**src/rtl/sync_fifo_fwft.sv**
```systemverilog
// First-word-fall-through synchronous FIFO: a block-RAM array whose registered
// read port is the presented head word, so there is no input-to-output bypass.
module sync_fifo_fwft #(
  parameter int ADDR_WIDTH        = 5,
  parameter int DATA_WIDTH        = 32,
  parameter int ALMOST_FULL_LEVEL = (2 ** ADDR_WIDTH) - 4
) (
  input  logic                  i_clock,
  input  logic                  i_reset,
  input  logic                  i_valid,
  output logic                  o_ready,
  input  logic [DATA_WIDTH-1:0] i_data,
  output logic                  o_valid,
  input  logic                  i_ready,
  output logic [DATA_WIDTH-1:0] o_data,
  output logic [ADDR_WIDTH:0]   o_count,
  output logic                  o_almost_full
);

  localparam int DEPTH = 2 ** ADDR_WIDTH;
  localparam logic [ADDR_WIDTH:0]   C_DEPTH    = (ADDR_WIDTH + 1)'(DEPTH);
  localparam logic [ADDR_WIDTH:0]   C_AF_LEVEL = (ADDR_WIDTH + 1)'(ALMOST_FULL_LEVEL);
  localparam logic [ADDR_WIDTH:0]   C_CNT_ONE  = (ADDR_WIDTH + 1)'(1);
  localparam logic [ADDR_WIDTH-1:0] C_PTR_ONE  = ADDR_WIDTH'(1);

  logic [DATA_WIDTH-1:0] r_mem [DEPTH];
  logic [ADDR_WIDTH-1:0] r_wrPtr;
  logic [ADDR_WIDTH-1:0] r_rdPtr;
  logic [ADDR_WIDTH:0]   r_count;
  logic [ADDR_WIDTH:0]   r_ramCount;
  logic [ADDR_WIDTH:0]   w_countNext;
  logic [ADDR_WIDTH:0]   w_ramCountNext;
  logic                  r_outValid;
  logic                  r_almostFull;
  logic [DATA_WIDTH-1:0] r_outData;
  logic                  w_ready;
  logic                  w_write;
  logic                  w_read;
  logic                  w_fetch;

  // r_count covers every held word; r_ramCount only those not yet fetched to the head.
  assign w_ready = !i_reset && (r_count != C_DEPTH);
  assign w_write = i_valid && w_ready;
  assign w_read  = r_outValid && i_ready;
  assign w_fetch = (r_ramCount != '0) && (!r_outValid || w_read);

  always_comb begin
    w_countNext    = r_count;
    w_ramCountNext = r_ramCount;
    if (w_write && !w_read) begin
      w_countNext = r_count + C_CNT_ONE;
    end else if (!w_write && w_read) begin
      w_countNext = r_count - C_CNT_ONE;
    end
    if (w_write && !w_fetch) begin
      w_ramCountNext = r_ramCount + C_CNT_ONE;
    end else if (!w_write && w_fetch) begin
      w_ramCountNext = r_ramCount - C_CNT_ONE;
    end
  end

  always_ff @(posedge i_clock) begin
    if (w_write) begin
      r_mem[r_wrPtr] <= i_data;
    end
  end

  always_ff @(posedge i_clock) begin
    if (i_reset) begin
      r_outData <= '0;
    end else if (w_fetch) begin
      r_outData <= r_mem[r_rdPtr];
    end
  end

  // The head stays valid while stalled; it drops only when consumed with nothing to refill it.
  always_ff @(posedge i_clock) begin
    if (i_reset) begin
      r_wrPtr      <= '0;
      r_rdPtr      <= '0;
      r_count      <= '0;
      r_ramCount   <= '0;
      r_outValid   <= 1'b0;
      r_almostFull <= 1'b0;
    end else begin
      r_count      <= w_countNext;
      r_ramCount   <= w_ramCountNext;
      r_almostFull <= (w_countNext >= C_AF_LEVEL);
      if (w_write) begin
        r_wrPtr <= r_wrPtr + C_PTR_ONE;
      end
      if (w_fetch) begin
        r_rdPtr    <= r_rdPtr + C_PTR_ONE;
        r_outValid <= 1'b1;
      end else if (w_read) begin
        r_outValid <= 1'b0;
      end
    end
  end

  assign o_ready       = w_ready;
  assign o_valid       = r_outValid;
  assign o_data        = r_outData;
  assign o_count       = r_count;
  assign o_almost_full = r_almostFull;

endmodule

```
**config.mk**
```make
export PLATFORM = sky130hd
export DESIGN_NAME = sync_fifo_fwft
export DESIGN_NICKNAME = d
export VERILOG_FILES = /design/src/rtl/sync_fifo_fwft.sv
export SDC_FILE = /design/constraint.sdc
export NUM_CORES = 1
export LEC_CHECK = 0
export BUFFER_PORTS_ARGS = -buffer_cell sky130_fd_sc_hd__buf_2
export CAP_MARGIN = 20
export CORE_MARGIN = 3
export CORE_UTILIZATION = 55
export DETAILED_ROUTE_END_ITERATION = 8
export PLACE_DENSITY_LB_ADDON = 0.05
export REMOVE_ABC_BUFFERS = 1
export SETUP_SLACK_MARGIN = 0.1
export SLEW_MARGIN = 20
export SYNTH_ARGS = -nofsm -noshare
export SYNTH_HDL_FRONTEND = slang
export SYNTH_SLANG_ARGS = --single-unit
export TNS_END_PERCENT = 30
```
**constraint.sdc**
```tcl
create_clock -name i_clock -period 4.15 [get_ports i_clock]
set_input_delay 0.2075 -clock i_clock [delete_from_list [all_inputs] [get_ports i_clock]]
set_output_delay 0.2075 -clock i_clock [all_outputs]
set_load 0.01 [all_outputs]
```
==> impl_metrics.toml <==
[synthesis]
ys_top_cells_by_area = "edfxtp_1 (75%), mux4_2 (11%), mux2i_1 (3.2%), dfxtp_1 (2.7%), a22oi_1 (1.1%)"
ys_seq_area_share_pct = 77.5
synth_top_cell_area_share_pct = 74.8
syn_inst = 1985
yosysTopAreaCell = "edfxtp_1"
avgSynthCellArea_um2 = 20.7
ys_ff_latch = 1080
synth_cell_types = 50
syn-cell-area_um2 = 41100
synth_edf_count = 1024
synth-main-ff-cell = "edfxtp_1"
synth_warnings = 0
synthArstFlopShare_pct = 0

[cts]
post_cts_buffers = 0
cts.sinks = 1080
post_cts_resized = 0
cts_hold_buffers = 1
cts-root-buf = "clkbuf_16"
clk_path_buf_depth = 3
htreeDepth = 3
clkTransAtPathRegs_ns = 0.06
clk_latency_ns = 0.66
cts_tree = "done"
numCtsBuffers = 107

[critical_path]
crit_required_ns = 4.73
critPathMaxFanout = 14
crit_type = "reg -> reg"
crit_path_end_kind = "flip-flop"
cp-start-kind = "flip-flop"
arrival_ns = 4.03

[floorplan]
die_area_um2 = 78000
boundaryPins = 77
rows = 99
start_util_pct = 56.0
core_area_um2 = 73500
die_x_um = 279
die_h_um = 279

[power_and_ir_drop]
power.density_nw_per_um2 = 582
p_seq_share_pct = 45.8
p_leak_nw = 14.8
switching_share_pct = 25.9
p_clk_share_pct = 35.6
p_int_mw = 20.3
power_mw = 27.3
irDropWorstVdd_uv = 488
p_sw_mw = 7.08
power_frac_comb_pct = 18.6

[layout]
final_cell_mix = "edfxtp_1 (1024), mux4_2 (193), mux2i_1 (133)"
final_common_cell = "edfxtp_1"
area_growth_pct = 14.4
instances_no_fill = 3189
diodes = 0
drive_above_1_share_pct = 25.2
finalNetCount = 2186
final_core_util_pct = 64.0

[worst_hold_path]
min_path_type = "in -> reg"

[timing]
finalMaxSlewViolations = 0
clock-skew-final_ns = 0.0182
grt_setup_unrepaired = "no"
setup_slack_ns = 0.702
slew_headroom_pct = 32.5
holdWs_ns = 0.0537
max_freq_ghz = 0.290
period_minus_slack_ns = 3.45
hold_viol_final = 0
layout_worst_path_cycle_share_pct = 83.1
setup_viol = 0
max_slew.worst_pin.slew_ns = 1.01

[global_routing]
antenna_found_initial = 0
grt_pass1_vias = 20900
grt_max_degree = 109
grtUsageTotal_pct = 26.0
grt_overflow = 0
grt_pass1_wl_mm = 146

[route]
wl_mm = 99.8
routedWlPerCell_um = 31.3
vias_per_cell = 6.44
dr.first_iter.drc_count = 2142
vias = 20500
ant_nets = 0
drcViolationCount = 0
first_pass_iters = 6

[placement]
globalplace.congestion = 0.831
portBuffers = 76
place_ws_ns = 0.762
hpwl_mm = 57.1
dp.cells = 2984

[outcome]
status = "complete, no violations"

[flow_run]
max-cap-violations = 0
## cell families after synthesis
group	after synthesis	synth area share (%)
adders and majority gates	14	0.444
AOI/OAI and AO/OA	245	4.47
and+or+nand+nor	181	1.95
DFF	1080	77.5
xor gates and xnor gates	14	0.298
buffers and inverters	123	1.42
muxes	328	13.9
## metal layers
metal	wire (um)	up-vias	part of all wire (%)	global-route usage, %
met4	2340	0	2.3	7.19
met1	42800	11000	43	38.7
met3	6100	135	6.1	3.18
li1	-	8613	-	-
met5	0	-	0	0
met2	48600	788	49	41.7
## final cells by class
type                            instances  area [um^2]
Multi-Input combinational cell        782         8950
Tap cell                              959         1200
Timing Repair Buffer                  156         1330
Clock buffer                          148         3010
Inverter                                9         33.8
Sequential cell                      1080        31900
Fill cell                            5006        26500
Clock inverter                         55          588
## power groups by stage
stage / Clock, mW / Sequential (mW) / Combinational, mW
after global routing: 10.3 / 12.5 / 5.42
after detailed placement: 0 / 12.7 / 5.12
after CTS: 9.91 / 12.5 / 5.13
after floorplan: 0 / 12.9 / 2.51
final: 9.74 / 12.5 / 5.09
after global placement: 0 / 12.7 / 5.07
## flip-flops by register name, indices dropped and copies added, names as in the netlist
register and cells:
r_ramCount 6, r_mem 1024, o_almost_full 1, o_data 32
o_valid 1, r_wrPtr 5, o_count 6, r_rdPtr 5
## Yosys cell counts (8+ instances only)
master and number:
edfxtp_1 1024, mux4_2 193, mux2i_1 133, nand2_1 79, clkbuf_1 66, a22oi_1 62
nor2_1 62, dfxtp_1 56, a21oi_1 37, a32o_1 32, o221ai_1 32, a211oi_1 31
o22ai_1 31, buf_2 30, ha_1 13, inv_1 9, buf_6 8
## critical path: stages, from the launching register on
cell and delay, ns:
dfxtp_1 0.35, inv_1 0.12, ha_1 0.16, nand4bb_1 0.14
o21ai_2 0.35, inv_1 0.38, ha_1 0.37, inv_1 0.18
ha_1 0.32, nor4_1 0.34, a31oi_1 0.09, a21boi_0 0.16
a31o_2 0.27, a21oi_1 0.14
## stage by stage
step                setup TNS, ns  instance area (um^2)
finish                          0                 47000
global route                    0                 47000
CTS                             0                 47000
detailed placement              0                 43400
global placement                0                 43400
floorplan                 -345.72                 40500
## worst paths after layout
check / slack [ns] / start / depth (start not counted) / endpoint
max: 0.70 / o_count[0] / 13 / r_ramCount[5]
min: 0.05 / i_reset / 3 / o_count[0]
max reg2reg: 0.70 / o_count[0] / 13 / r_ramCount[5]
min reg2reg: 0.46 / o_data[18] / 1 / o_data[18]
Note: power is estimated with default switching activity, not from simulation.
